### src/rtl/rf_write_arbiter_pkg.sv
// rtl/rf_write_arbiter_pkg.sv - shared state encodings and constants for the RF write arbiter
// Purpose : arbiter FSM state encodings, grant-source encoding and the byte width
//           used by the byte-write zero-extension. Also imported by the hazard unit.
// Ports   : none (package)
package rf_write_arbiter_pkg;

    typedef enum logic [1:0] {
        ST_IDLE  = 2'd0,
        ST_WAIT  = 2'd1,
        ST_FORCE = 2'd2
    } arb_state_e;

    typedef enum logic [1:0] {
        GNT_NONE = 2'd0,
        GNT_WB   = 2'd1,
        GNT_LL   = 2'd2
    } gnt_src_e;

    localparam int BYTE_W = 8;

endpackage

### src/rtl/ll_result_fifo.sv
// rtl/ll_result_fifo.sv - synchronous FIFO buffering long-latency results
// Purpose : DEPTH-entry FIFO of {addr, data, word}; push into the tail, pop the head.
//           Pushes while full and pops while empty are ignored.
// Ports   : clk, reset (sync, active-high)
//           push, push_addr, push_data, push_word  - write side
//           pop                                     - remove head
//           head_addr, head_data, head_word         - current head entry
//           count, full, empty                      - registered occupancy
module ll_result_fifo #(
    parameter int ADDR_W = 3,
    parameter int DATA_W = 16,
    parameter int DEPTH  = 2,
    parameter int CNT_W  = $clog2(DEPTH + 1)
) (
    input  logic              clk,
    input  logic              reset,
    input  logic              push,
    input  logic [ADDR_W-1:0] push_addr,
    input  logic [DATA_W-1:0] push_data,
    input  logic              push_word,
    input  logic              pop,
    output logic [ADDR_W-1:0] head_addr,
    output logic [DATA_W-1:0] head_data,
    output logic              head_word,
    output logic [CNT_W-1:0]  count,
    output logic              full,
    output logic              empty
);

    localparam int PTR_W   = (DEPTH > 1) ? $clog2(DEPTH) : 1;
    localparam int ENTRY_W = ADDR_W + DATA_W + 1;

    logic [ENTRY_W-1:0] mem_q [DEPTH];
    logic [ENTRY_W-1:0] mem_d [DEPTH];
    logic [PTR_W-1:0]   wr_ptr_q, wr_ptr_d;
    logic [PTR_W-1:0]   rd_ptr_q, rd_ptr_d;
    logic [CNT_W-1:0]   count_q, count_d;
    logic               do_push;
    logic               do_pop;

    assign full  = (count_q == CNT_W'(DEPTH));
    assign empty = (count_q == '0);
    assign count = count_q;

    assign do_push = push && !full;
    assign do_pop  = pop && !empty;

    assign {head_addr, head_data, head_word} = mem_q[rd_ptr_q];

    // Pointers wrap at DEPTH, which need not be a power of two.
    function automatic logic [PTR_W-1:0] ptr_inc(input logic [PTR_W-1:0] p);
        return (p == PTR_W'(DEPTH - 1)) ? '0 : p + PTR_W'(1);
    endfunction

    always_comb begin
        mem_d    = mem_q;
        wr_ptr_d = wr_ptr_q;
        rd_ptr_d = rd_ptr_q;
        count_d  = count_q;
        if (do_push) begin
            mem_d[wr_ptr_q] = {push_addr, push_data, push_word};
            wr_ptr_d        = ptr_inc(wr_ptr_q);
        end
        if (do_pop) begin
            rd_ptr_d = ptr_inc(rd_ptr_q);
        end
        case ({do_push, do_pop})
            2'b10:   count_d = count_q + CNT_W'(1);
            2'b01:   count_d = count_q - CNT_W'(1);
            default: count_d = count_q;
        endcase
    end

    always_ff @(posedge clk) begin
        if (reset) begin
            wr_ptr_q <= '0;
            rd_ptr_q <= '0;
            count_q  <= '0;
        end else begin
            wr_ptr_q <= wr_ptr_d;
            rd_ptr_q <= rd_ptr_d;
            count_q  <= count_d;
        end
    end

    // Payload storage needs no reset: it is only read once count marks it valid.
    always_ff @(posedge clk) begin
        mem_q <= mem_d;
    end

endmodule

### src/rtl/rf_write_arbiter.sv
// rtl/rf_write_arbiter.sv - shares the register-file write port between WB and the LL unit
// Purpose : WB has priority; LL results are buffered in ll_result_fifo. If the FIFO head
//           waits MAX_WAIT cycles, WB is stalled for one cycle (FORCE) to retire it.
// Ports   : clk, reset (sync, active-high)
//           wb_we/wb_addr/wb_data/wb_word   - WB stage write request (held while stall_wb)
//           ll_valid/ll_ready/ll_addr/ll_data/ll_word - LL result handshake
//           stall_wb                        - freezes the WB stage register
//           rf_we/rf_addr/rf_data           - registered register-file write port
module rf_write_arbiter
    import rf_write_arbiter_pkg::*;
#(
    parameter int DATA_W   = 16,
    parameter int ADDR_W   = 3,
    parameter int LL_DEPTH = 2,
    parameter int MAX_WAIT = 4
) (
    input  logic              clk,
    input  logic              reset,
    input  logic              wb_we,
    input  logic [ADDR_W-1:0] wb_addr,
    input  logic [DATA_W-1:0] wb_data,
    input  logic              wb_word,
    input  logic              ll_valid,
    output logic              ll_ready,
    input  logic [ADDR_W-1:0] ll_addr,
    input  logic [DATA_W-1:0] ll_data,
    input  logic              ll_word,
    output logic              stall_wb,
    output logic              rf_we,
    output logic [ADDR_W-1:0] rf_addr,
    output logic [DATA_W-1:0] rf_data
);

    localparam int CNT_W  = $clog2(LL_DEPTH + 1);
    localparam int WAIT_W = $clog2(MAX_WAIT + 1);

    arb_state_e         state_q, state_d;
    logic [WAIT_W-1:0]  wait_cnt_q, wait_cnt_d;
    logic               rf_we_q, rf_we_d;
    logic [ADDR_W-1:0]  rf_addr_q, rf_addr_d;
    logic [DATA_W-1:0]  rf_data_q, rf_data_d;

    logic [ADDR_W-1:0]  head_addr;
    logic [DATA_W-1:0]  head_data;
    logic               head_word;
    logic [CNT_W-1:0]   fifo_count;
    logic               fifo_full;
    logic               fifo_empty;
    logic               push;
    gnt_src_e           gnt;
    logic               gnt_ll;
    logic [CNT_W:0]     count_nxt;
    logic               entries_remain;
    logic [DATA_W-1:0]  sel_data;
    logic               sel_word;

    // ll_ready depends only on the registered count, never on ll_valid.
    assign ll_ready = !fifo_full;
    assign push     = ll_valid && ll_ready;

    ll_result_fifo #(
        .ADDR_W (ADDR_W),
        .DATA_W (DATA_W),
        .DEPTH  (LL_DEPTH),
        .CNT_W  (CNT_W)
    ) u_fifo (
        .clk       (clk),
        .reset     (reset),
        .push      (push),
        .push_addr (ll_addr),
        .push_data (ll_data),
        .push_word (ll_word),
        .pop       (gnt_ll),
        .head_addr (head_addr),
        .head_data (head_data),
        .head_word (head_word),
        .count     (fifo_count),
        .full      (fifo_full),
        .empty     (fifo_empty)
    );

    // Grant: FORCE overrides a (held) WB request; otherwise WB wins over the FIFO head.
    always_comb begin
        gnt = GNT_NONE;
        if (state_q == ST_FORCE && !fifo_empty) begin
            gnt = GNT_LL;
        end else if (wb_we) begin
            gnt = GNT_WB;
        end else if (!fifo_empty) begin
            gnt = GNT_LL;
        end
    end

    assign gnt_ll         = (gnt == GNT_LL);
    assign count_nxt      = {1'b0, fifo_count} + (CNT_W+1)'(push) - (CNT_W+1)'(gnt_ll);
    assign entries_remain = (count_nxt != '0);

    always_comb begin
        state_d    = state_q;
        wait_cnt_d = wait_cnt_q;
        case (state_q)
            ST_IDLE: begin
                wait_cnt_d = '0;
                if (entries_remain) state_d = ST_WAIT;
            end
            ST_WAIT: begin
                if (gnt_ll) begin
                    wait_cnt_d = '0;
                    state_d    = entries_remain ? ST_WAIT : ST_IDLE;
                end else begin
                    // Counter stops at MAX_WAIT at most: FORCE clears it next cycle.
                    wait_cnt_d = wait_cnt_q + WAIT_W'(1);
                    if (wait_cnt_q == WAIT_W'(MAX_WAIT - 1)) state_d = ST_FORCE;
                end
            end
            ST_FORCE: begin
                wait_cnt_d = '0;
                state_d    = entries_remain ? ST_WAIT : ST_IDLE;
            end
            default: begin
                wait_cnt_d = '0;
                state_d    = ST_IDLE;
            end
        endcase
    end

    assign stall_wb = (state_q == ST_FORCE);

    // Output register: address/data hold when nothing is granted; only rf_we drops.
    always_comb begin
        sel_data  = gnt_ll ? head_data : wb_data;
        sel_word  = gnt_ll ? head_word : wb_word;
        rf_we_d   = (gnt != GNT_NONE);
        rf_addr_d = rf_addr_q;
        rf_data_d = rf_data_q;
        if (gnt != GNT_NONE) begin
            rf_addr_d = gnt_ll ? head_addr : wb_addr;
            rf_data_d = sel_word ? sel_data
                                 : {{(DATA_W-BYTE_W){1'b0}}, sel_data[BYTE_W-1:0]};
        end
    end

    always_ff @(posedge clk) begin
        if (reset) begin
            state_q    <= ST_IDLE;
            wait_cnt_q <= '0;
            rf_we_q    <= 1'b0;
            rf_addr_q  <= '0;
            rf_data_q  <= '0;
        end else begin
            state_q    <= state_d;
            wait_cnt_q <= wait_cnt_d;
            rf_we_q    <= rf_we_d;
            rf_addr_q  <= rf_addr_d;
            rf_data_q  <= rf_data_d;
        end
    end

    assign rf_we   = rf_we_q;
    assign rf_addr = rf_addr_q;
    assign rf_data = rf_data_q;

endmodule

### config.mk
export PLATFORM = sky130hd
export DESIGN_NAME = rf_write_arbiter
export DESIGN_NICKNAME = d
export VERILOG_FILES = /design/src/rtl/rf_write_arbiter_pkg.sv /design/src/rtl/ll_result_fifo.sv /design/src/rtl/rf_write_arbiter.sv
export SDC_FILE = /design/constraint.sdc
export NUM_CORES = 1
export LEC_CHECK = 0
export CAP_MARGIN = 20
export CORE_MARGIN = 1
export CORE_UTILIZATION = 49
export CTS_CLUSTER_SIZE = 24
export DETAILED_ROUTE_END_ITERATION = 8
export GPL_ROUTABILITY_DRIVEN = 0
export GPL_TIMING_DRIVEN = 0
export PLACE_DENSITY = 0.81
export REMOVE_ABC_BUFFERS = 1
export SLEW_MARGIN = 20
export SYNTH_ARGS = -nofsm -noshare
export SYNTH_HDL_FRONTEND = slang
export SYNTH_SLANG_ARGS = --single-unit
### constraint.sdc
create_clock -name clk -period 2.5 [get_ports clk]
set_input_delay 0.625 -clock clk [delete_from_list [all_inputs] [get_ports clk]]
set_output_delay 0.625 -clock clk [all_outputs]
set_load 0.02 [all_outputs]
# --- Word-level counts from Yosys, hierarchy flattened ---
# Cells that the tools add are included.
totals:
  register_bits: 69
  latchBits: 0
  ram_bits: 0
  mem_bits_ro: 0
  inputBits: 44
  output_inout_bits: 22
  word_cells: 67
  memories: 0
classes:
  n_addsub: 7
  multipliers: 0
  div_mod_pow: 0
  n_lt_le_gt_ge: 3
  n_eq_ne: 9
  shift: 0
  mux: 21
  n_bitwise: 3
  n_reduce_logical: 14
ops:
  columns: ["operator", "n"]
  rows:
  - ["20-bit two-way mux", 4]
  - ["40-bit bitwise mux", 1]
  - ["16-bit two-way mux", 2]
  - ["20-bit demux with 1-bit select", 1]
  - ["2-bit two-way mux", 6]
  - ["2-bit == test, second input constant", 4]
  - ["2-bit case mux with 3 select lines", 1]
  - ["1-bit logical AND", 5]
  - ["2-bit by 1-bit == test with 1-bit output, second input constant", 2]
  - ["2-bit >= comparator, second input constant", 2]
  - ["2-bit zero test", 2]
  - ["1-bit two-way mux", 4]
  - ["1-bit NOT with 2-bit output", 2]
  - ["2-bit case mux with 2 select lines", 1]
  - ["2-bit nonzero test", 2]
  - ["2-bit by 1-bit adder with 3-bit output", 1]
  - ["3-bit by 1-bit adder with 3-bit output, second input constant", 1]
  - ["3-bit by 2-bit == test with 1-bit output, second input constant", 1]
  - ["3-bit two-way mux", 1]
  - ["3-bit != test, second input constant", 1]
  - ["3-bit nonzero test", 1]
  - ["3-bit OR reduction", 1]
  - ["3-bit by 1-bit subtractor with 3-bit output", 1]
  - ["1-bit adder, second input constant", 2]
  - ["7 further kinds", 8]

# --- Longest topological paths before layout ---
# Gate-level depths: netlist (run 1).
logic_depth:
  ltp_word: 10
  depth_mapped: 9
  ltp_nobuf: 8

# --- Hierarchy ---
# From an unflattened synthesis (run 1), not the netlist that was laid out.
hier_totals:
  hier_cells: 209
  area_unflattened_um2: 2844.0
by_module_without_submodules:
  columns: ["module", "n_inst", "cells_each", "area_each_um2", "seq_area_each_um2"]
  rows:
  - ["ll_result_fifo", 1, 86, 1636.6, 1281.2]
  - ["rf_write_arbiter", 1, 123, 1207.4, 500.5]

# --- Worst setup path before layout (run 1) ---
# Ideal clock, no wire load.
synth_path:
  kind: "register to register"
  start: "reg u_fifo.count_q[0] (netlist: u_fifo.count[0])"
  end: "reg u_fifo.mem_q[20] in the netlist's numbering, enable pin"
  setup_ns: 0.397
  t_arrival_ns: 1.758
  required_ns: 2.103
  path_slack_ns: 0.345
  path_stages_with_launch: 5
  n_path_buf: 1
  synth_period_minus_slack_ns: 2.155
  cell_sequence: "dfxtp_1 > buf_6 > nand2b_1 > nand2_1 > nor2_1"
synth_between:
  elab_chain_len: 4
synth_lines:
  columns: ["element", "line", "source"]
  rows:
  - ["start: declaration", "ll_result_fifo.sv:37", "logic [CNT_W-1:0] count_q, count_d;"]
  - ["start signal: assignment", "ll_result_fifo.sv:82", "count_q <= count_d;"]
  - ["2-bit == test (*)", "ll_result_fifo.sv:41", "assign full = (count_q == CNT_W'(DEPTH));"]
  - ["1-bit zero test (*)", "rf_write_arbiter.sv:58", "assign ll_ready = !fifo_full;"]
  - ["via ll_ready", "rf_write_arbiter.sv:24", "output logic ll_ready,"]
  - ["1-bit logical AND", "rf_write_arbiter.sv:59", "assign push = ll_valid && ll_ready;"]
  - ["1-bit logical AND (*)", "ll_result_fifo.sv:45", "assign do_push = push && !full;"]
  - ["end signal: assignment", "ll_result_fifo.sv:88", "mem_q <= mem_d;"]
  - ["end: declaration", "ll_result_fifo.sv:33", "logic [ENTRY_W-1:0] mem_q [DEPTH];"]
# Mark *: on every way through the listed nets, which the timed path passes. The rest lies on a longest branch.
# A chain may end at the register's enable or synchronous reset.

# --- Worst setup path after layout (run 1) ---
layout_path:
  start: "reg u_fifo.count_q[0] (netlist: u_fifo.count[0])"
  end: "out ll_ready"
layout_between:
  elab_chain_len: 2
layout_lines:
  columns: ["element", "line"]
  rows:
  - ["2-bit == test", "ll_result_fifo.sv:41"]
  - ["1-bit zero test", "rf_write_arbiter.sv:58"]
  - ["end: declaration", "rf_write_arbiter.sv:24"]
# Every way passes these cells.

==> results.cfg, run 1 <==
[synthesis]
synth_area_leaders = edfxtp_1 43%, dfxtp_1 21%, mux2i_1 6.8%, mux2_2 4.4%, nand2_1 2.8%
synth_xor_area_frac = 0.0157
synth_compound_area_frac = 0.0880
synth_most_common_cell = edfxtp_1
synth_mux_area_frac = 0.113
synth.distinct_cells = 39
yosys.area_share.simple = 0.0817
synthesis.area_mm2 = 0.00279
avgSynthCellArea_um2 = 13.5
synth_top_family_by_area = multiplexers
synth_cells = 206
yosysTopAreaCellShare = 0.431
yosys_warnings = 0
synth_common_cells = 40 x edfxtp_1, 29 x dfxtp_1, 21 x nand2_1, 19 x mux2i_1, 11 x mux2_2
synth_fa_ha_area_frac = 0.0251
async_flop_share = 0
yosysSeqAreaShare = 0.639
synth_edf_count = 40
yosysTopAreaCell = edfxtp_1
ys_seq_elements = 69
synth_flop_cell = edfxtp_1

[critical_path]
cp_max_fo = 7
worst-setup-path-type = flip-flop to output pin
ff2ff_path_depth = 8
arrival_ns = 1.77
worstSetupStartpointType = flip-flop
crit_path_end_kind = output pin
critical_path_required_ns = 1.88

[die]
start_util = 0.506
fp.dieH_um = 77.4
fp.coreArea_mm2 = 0.00551
die-area_mm2 = 0.00599
rows = 27
pin_count = 66
die_x_um = 77.4

[layout]
diodes = 0
fillers = 413
final_nets = 321
synthToLayoutAreaGrowth_pct = 32.3
drive_above_1_share = 0.130
final_util = 0.670
finalNonFillerCells = 349

[routing]
wl_per_cell_um = 15.8
ant_nets = 0
drtIter0Drc = 117
via_per_inst = 5.30
num_vias = 1850
drcViolationCount = 0
drt-total-wl_mm = 5.51
dr.pass1.iters = 4

[timing]
finalHoldViolCount = 0
rsz0062_at_grt = no
timing.slew.headroom = 0.333
fmax_ghz = 0.417
tightest_slew_ns = 1.00
fin_worst_skew_ns = 0.0105
maxSlewViolCount = 0
setup_violations = 0
setup_tns_ns = 0
period_share = 0.960
period_minus_slack_ns = 2.40
whs_ns = 0.421

[power_and_ir_drop]
p_switching_mw = 1.17
power.share.clock = 0.246
switching_share = 0.322
pwr-share-comb = 0.308
p_total_mw = 3.63
powerDensity_mw_per_mm2 = 986
intPower_mw = 2.46
max-vdd-ir-drop_mv = 0.532
seq_power_share = 0.445
p_leak_nw = 1.32

[place]
dpl.cell_count = 332
hpwl_mm = 3.67
io_buffers = 65

[cts]
cts_buffers = 9
path_clk_slew_ns = 0.07
cts_tree = yes
post-cts-setup-buffer-count = 0
cts.sink_count = 69
root_buffer = clkbuf_8
h-tree-depth = 3
postCtsHoldBufs = 0
insertion_delay_ns = 0.34
clock_path_buffers = 2

[global_routing]
grt.total_usage = 0.194
grt_pass1_wl_mm = 8.56
antenna_found_initial = 0
grt-ovfl-total = 0
grt_pass1_vias = 1857
grt_max_degree = 23

[min_path]
hold_class = flip-flop to flip-flop
min_path_cells = 1

[flow_run]
maxCapViolations = 0

[status]
status = finished clean
-- through the flow --
step	cell area, um^2	setup WS (ns)
floorplan	2710	0.240
global route	3690	0.0367
detailed placement	3480	-0.551
global placement	3450	-0.514
CTS	3680	0.0255
finish	3690	0.100
-- power groups by stage --
stage               sequential (mW)  combinational (mW)  clock (mW)
finish                         1.62                1.12       0.895
global route                   1.65                1.22       0.965
CTS                            1.62                1.13       0.903
detailed placement             1.65                1.11           0
global placement               1.64                1.05           0
floorplan                      1.70               0.603           0
-- state kept, by name (all words and copies together) (netlist names) --
| register | cells |
|---|---|
| rf_data | 16 |
| wait_cnt_q | 3 |
| u_fifo.mem_q | 40 |
| u_fifo.wr_ptr_q | 1 |
| state_q | 2 |
| u_fifo.rd_ptr_q | 1 |
| rf_we | 1 |
| u_fifo.count | 2 |
| rf_addr | 3 |
-- placed cells by master, fill, tap and decap left out, drive strengths merged, types with 2 or more instances in the layout --
| cell type | synthesis | final |
|---|---|---|
| a21oi | 3 | 4 |
| a22o | 8 | 8 |
| a32oi | 7 | 7 |
| and2 | 2 | 2 |
| buf | 10 | 2 |
| clkbuf | 3 | 9 |
| clkdlybuf4s50 | 0 | 64 |
| clkinv | 1 | 5 |
| dfxtp | 29 | 29 |
| edfxtp | 40 | 40 |
| ha | 4 | 4 |
| inv | 5 | 6 |
| mux2 | 11 | 11 |
| mux2i | 19 | 19 |
| nand2 | 21 | 21 |
| nand2b | 2 | 2 |
| nor2 | 7 | 7 |
| nor3 | 3 | 3 |
| o21ai | 13 | 13 |
| or3 | 3 | 3 |
| xnor2 | 3 | 3 |
| xor2 | 2 | 2 |
-- layer usage --
layer  vias to the layer above  wire (um)  part of all wire  global-route usage
met5                         -          0                 0                   0
li1                        885          -                 -                   -
met4                         0        155             0.028               0.100
met3                        14        209             0.038              0.0647
met2                        64       2750              0.50               0.323
met1                       887       2390              0.43               0.222
-- final timing paths --
path                                startpoint                  endpoint  slack [ns]
setup / recovery  u_fifo.count[0]$_SDFFE_PP0P_                  ll_ready        0.10
hold / removal        wait_cnt_q[0]$_SDFF_PP0_  wait_cnt_q[0]$_SDFF_PP0_        0.42
setup reg to reg  u_fifo.count[0]$_SDFFE_PP0P_   state_q[0]$_SDFFE_PP0P_        0.31
hold reg to reg       wait_cnt_q[0]$_SDFF_PP0_  wait_cnt_q[0]$_SDFF_PP0_        0.42
-- area by class of cell --
cell class              instances  area [um^2]  area share
multi-input cells             119          912       0.247
repair buffers                 67          683       0.185
clock inverters                 7         73.8      0.0200
clock buffers                   9          124      0.0336
well taps                      72         90.1      0.0244
flip-flops and latches         69         1780       0.483
inverters                       6         22.5     0.00611
-- logic make-up (layout without fill, tap and decap cells) --
kind of cell,Yosys count,after routing
flops,69,69
simple gates,44,44
compound gates,34,35
mux,30,30
buf+inv,19,89
fa+ha+maj,5,5
xor+xnor,5,5
-- critical path, stage by stage, from the launching register on --
cell and delay [ns]:
dfxtp_1 0.57, nand2b_1 0.24, clkdlybuf4s50_1 0.63
-- what timing repair did --
item / in CTS / in global routing
resized for setup: 0 / 1
gates cloned: 1 / 0
pin swaps: 1 / 0
setup endpoints to repair: 1 / 2
(Power assumes the default switching activity.)
==> run 2, diff against run 1 <==
- CORE_UTILIZATION: 49 -> 60
- DONT_BUFFER_PORTS: not set -> 1
- PLACE_DENSITY: 0.81 -> 0.78
==> run 2 against run 1 <==
Against the previous run: combinational power decreased by 33%; die area is 18% lower; clock power is 4.2% higher; first-iteration DRC count decreased by 35%; worst setup slack better by 0.057 ns; sequential share of layout area grew 11 points; maximum frequency increased by 2.4%; wire length is 10% lower; total power fell by 6.2%; register-to-register slack worse by 0.15 ns; utilization is 1.0 points higher; sequential power grew 7%; critical endpoint is now u_fifo.count[1]$_SDFFE_PP0P_; highest routed layer unchanged.
==> results.cfg, run 2 (synthesis gave the netlist of run 1 again) <==
[global_routing]
grt_pass1_wl_mm = 7.80
grt_pass1_vias = 1636
grt.total_usage = 0.219
grt-ovfl-total = 0
grt_max_degree = 23
antenna_found_initial = 0

[cts]
root_buffer = clkbuf_8
cts.sink_count = 69
insertion_delay_ns = 0.34
ctsResizeCount = 0
path_clk_slew_ns = 0.07
h-tree-depth = 3
postCtsHoldBufs = 0
clock_path_buffers = 2
cts_buffers = 9
cts_tree = yes
post-cts-setup-buffer-count = 0

[power_and_ir_drop]
pwr-share-comb = 0.218
p_leak_nw = 1.06
p_total_mw = 3.41
seq_power_share = 0.508
powerDensity_mw_per_mm2 = 1140
power.share.clock = 0.274
max-vdd-ir-drop_mv = 0.680
p_switching_mw = 1.06
switching_share = 0.312
intPower_mw = 2.34

[die]
pin_count = 66
die_x_um = 70.2
start_util = 0.632
fp.coreArea_mm2 = 0.00441
fp.dieH_um = 70.2
rows = 24
die-area_mm2 = 0.00492

[critical_path]
path_cells = nor2_4 > a21oi_4 > ha_1 > or3_1 > a21oi_1
critical_path_required_ns = 2.77
arrival_ns = 2.61
worst-setup-path-type = flip-flop to flip-flop
worstSetupStartpointType = flip-flop
cp_max_fo = 21
slowest_delay_ns = 0.68
crit_path_end_kind = flip-flop
slowest_stage = a21oi_4
ff2ff_path_depth = 5

[layout]
final_util = 0.680
finalNonFillerCells = 262
regMostFlops = u_fifo.mem_q
drive_above_1_share = 0.162
mostFrequentLayoutCell = edfxtp_1
final_cell_mix = 40 x edfxtp_1, 28 x dfxtp_1, 21 x nand2_1
synthToLayoutAreaGrowth_pct = 7.63
largest_register_ffs = 40
diodes = 0
final_nets = 254
design_area_mm2 = 0.00300

[routing]
drt-total-wl_mm = 4.93
via_per_inst = 6.02
ant_nets = 0
wl_per_cell_um = 18.8
num_vias = 1576
dr.pass1.iters = 4
drtIter0Drc = 76
drcViolationCount = 0

[place]
hpwl_mm = 3.44
dp_slack_ns = 0.175
dpl_cell_area_mm2 = 0.00279
dpl.cell_count = 246
io_buffers = 0

[timing]
period_share = 0.937
rsz0062_at_grt = no
period_minus_slack_ns = 2.34
fin_ws_ns = 0.157
timing.slew.headroom = 0.340
setup_violations = 0
maxSlewViolCount = 0
finalHoldViolCount = 0
fmax_ghz = 0.427
tightest_slew_ns = 0.983
fin_worst_skew_ns = 0.00733

[min_path]
min_path_cells = 1
hold_class = primary input to flip-flop

[status]
status = finished clean

[flow_run]
maxCapViolations = 0
run 2: cell type report:
type | count | area, um^2
tap | 52 | 65.1
clock inverter | 3 | 42.5
multi-input combinational | 118 | 903
fill | 316 | 1410
timing repair buffer | 1 | 15.0
sequential | 69 | 1780
clock buffer | 13 | 169
inverter | 6 | 22.5
run 2: power groups by stage:
stage / Combinational, mW / Sequential [mW] / Clock, mW
floorplan: 0.603 / 1.70 / 0
detailed placement: 0.748 / 1.75 / 0
CTS: 0.754 / 1.73 / 0.953
global route: 0.828 / 1.76 / 0.991
finish: 0.745 / 1.73 / 0.933
global placement: 0.691 / 1.74 / 0
run 2: final timing paths:
kind	start	to	slack (ns)
worst max-delay path	u_fifo.count[0]$_SDFFE_PP0P_	u_fifo.count[1]$_SDFFE_PP0P_	0.16
worst max register to register	u_fifo.count[0]$_SDFFE_PP0P_	u_fifo.count[1]$_SDFFE_PP0P_	0.16
worst min register to register	wait_cnt_q[0]$_SDFF_PP0_	wait_cnt_q[0]$_SDFF_PP0_	0.43
worst min-delay path	reset	u_fifo.count[1]$_SDFFE_PP0P_	0.34
run 2: per-layer routing:
| layer | GRT usage | routed length, um |
|---|---|---|
| met1 | 0.235 | 1840 |
| met2 | 0.372 | 2590 |
| met3 | 0.0707 | 327 |
| met4 | 0.136 | 176 |
| met5 | 0 | 0 |
run 2: through the flow:
| stage | setup TNS (ns) | hold slack, ns |
|---|---|---|
| after floorplan | 0 | 0.397 |
| after global placement | -6.31 | 0.404 |
| after detailed placement | 0 | 0.425 |
| after CTS | 0 | 0.332 |
| after global routing | 0 | 0.328 |
| final | 0 | 0.342 |
run 2: worst max-delay path, delay by kind of cell, from the launching register on:
family / cells / cell delay, ns
AOI/OAI and AO/OA: 2 / 0.83
and+or+nand+nor: 2 / 0.46
adders and majority gates: 1 / 0.39
DFF: 1 / 0.56
==> run 3, diff against run 2 <==
- CTS_BUF_LIST: not set -> sky130_fd_sc_hd__clkbuf_16
- GPL_TIMING_DRIVEN: 0 -> not set
==> run 3 against run 2 <==
Against the previous run: via count grew 4.3%; register-to-register slack gained 0.20 ns; global-route usage grew 1.3 points; final area grew 5.3%; clock power grew 54%; final cell count grew 1.9%; worst setup slack gained 0.20 ns; count of clock-buffer cells in the layout shrank 4.
==> results.cfg, run 3 (synthesis gave the netlist of run 1 again) <==
[status]
status = finished clean

[min_path]
hold_class = primary input to flip-flop
min_path_cells = 1

[routing]
dr.pass1.iters = 6
num_vias = 1644
wl_per_cell_um = 20.0
wl_met3_um = 380
drtIter0Drc = 127
dr.max_layer_used = met4
via_per_inst = 6.16
ant_nets = 0
drcViolationCount = 0
drt-total-wl_mm = 5.34
drt-met1-wl_mm = 2.08
wl_met2_mm = 2.75

[timing]
finalHoldViolCount = 0
setup_violations = 0
maxSlewViolCount = 0
tightest_slew_ns = 0.533
fin_ws_ns = 0.360
period_share = 0.856
fin_worst_skew_ns = 0.00570
timing.slew.headroom = 0.642
rsz0062_at_grt = no
fmax_ghz = 0.467
setup_tns_ns = 0
period_minus_slack_ns = 2.14

[cts]
cts_tree = yes
post-cts-setup-buffer-count = 0
h-tree-depth = 3
cts_buffers = 9
cts.sink_count = 69
postCtsHoldBufs = 0
clock_path_buffers = 2
ctsResizeCount = 0
root_buffer = clkbuf_16
insertion_delay_ns = 0.33
path_clk_slew_ns = 0.05

[critical_path]
cp_top_family = adder cells
slowest_stage = dfxtp_1
crit_cells = 8
worstSetupStartpointType = flip-flop
path_cells = nand2b_1 > a21o_1 > nand2_1 > ha_1 > fa_1 > xnor2_1 > o32ai_1 > a21oi_1
ff2ff_path_depth = 8
critical_path_required_ns = 2.71
crit_path_end_kind = flip-flop
slowest_delay_ns = 0.54
cp.buffers_inverters = 0
worst-setup-path-type = flip-flop to flip-flop
arrival_ns = 2.35
cp_max_fo = 7

[power_and_ir_drop]
switching_share = 0.293
p_total_mw = 3.95
max-vdd-ir-drop_mv = 0.699
intPower_mw = 2.79
power.share.clock = 0.364
pwr-share-comb = 0.205
p_switching_mw = 1.16
seq_power_share = 0.431
p_leak_nw = 1.14
powerDensity_mw_per_mm2 = 1250

[layout]
largest_register_ffs = 40
fillers = 295
final_nets = 259
drive_above_1_share = 0.177
synthToLayoutAreaGrowth_pct = 13.3
mostFrequentLayoutCell = edfxtp_1
regMostFlops = u_fifo.mem_q
diodes = 0
final_cell_mix = 40 x edfxtp_1, 29 x dfxtp_1, 21 x nand2_1

[die]
die_x_um = 70.2
pin_count = 66
start_util = 0.632
fp.coreArea_mm2 = 0.00441
die-area_mm2 = 0.00492
fp.dieH_um = 70.2
rows = 24

[global_routing]
grt-ovfl-total = 0
grt.total_usage = 0.232
antenna_found_initial = 0
grt_pass1_wl_mm = 8.20
grt_pass1_vias = 1664
grt_max_degree = 21

[flow_run]
maxCapViolations = 0

[place]
io_buffers = 0
hpwl_mm = 3.37
dp_slack_ns = 0.369
[run 3: cell count changes in the layout (fill, tap and decap cells not counted)]
cell and delta:
clkinv_4 +1, inv_1 +1, dfxtp_1 +1, dfxtp_2 -1, bufinv_16 +2, buf_4 +6
clkbuf_8 -12, buf_8 -1, clkbuf_16 +9, clkbuf_1 -1
[run 3: worst reg2reg max path: stages (launching register included)]
cell      delay [ns]
dfxtp_1         0.54
nand2b_1        0.22
a21o_1          0.14
nand2_1         0.07
ha_1            0.20
fa_1            0.37
xnor2_1         0.13
o32ai_1         0.24
a21oi_1         0.10
[run 3: cell type report]
| class | count | area (um^2) | area share |
|---|---|---|---|
| well taps | 52 | 65.1 | 0.0206 |
| clock buffers | 9 | 225 | 0.0713 |
| multi-input cells | 118 | 903 | 0.286 |
| flip-flops and latches | 69 | 1780 | 0.564 |
| clock inverters | 7 | 115 | 0.0364 |
| repair buffers | 6 | 45.0 | 0.0143 |
| inverters | 6 | 22.5 | 0.00713 |
[run 3: worst paths after layout]
kind | from | endpoint | slack [ns]
worst max-delay path | u_fifo.count[0]$_SDFFE_PP0P_ | state_q[0]$_SDFFE_PP0P_ | 0.36
worst min-delay path | reset | u_fifo.count[1]$_SDFFE_PP0P_ | 0.36
worst max register to register | u_fifo.count[0]$_SDFFE_PP0P_ | state_q[0]$_SDFFE_PP0P_ | 0.36
worst min register to register | wait_cnt_q[0]$_SDFF_PP0_ | wait_cnt_q[0]$_SDFF_PP0_ | 0.42
[run 3: layer usage]
layer | vias up | global-route usage
met5 | - | 0
met4 | 0 | 0.133
met3 | 12 | 0.0866
met2 | 76 | 0.391
met1 | 797 | 0.249
li1 | 759 | -
[run 3: power by group through the flow]
stage                     logic (mW)  registers (mW)  clock network, mW
after detailed placement       0.798            1.72                  0
after global routing           0.891            1.73               1.49
after CTS                      0.819            1.70               1.44
after floorplan                0.603            1.70                  0
after global placement         0.768            1.70                  0
final                          0.810            1.70               1.44
[run 3: stage by stage]
stage,cell area [um^2],utilization,hold WS (ns),std cells
floorplan,2710,-,0.397,193
detailed placement,2820,0.638,0.410,251
global route,3160,0.715,0.354,267
global placement,2820,0.638,0.405,251
CTS,3160,0.715,0.357,267
finish,3160,0.715,0.361,267
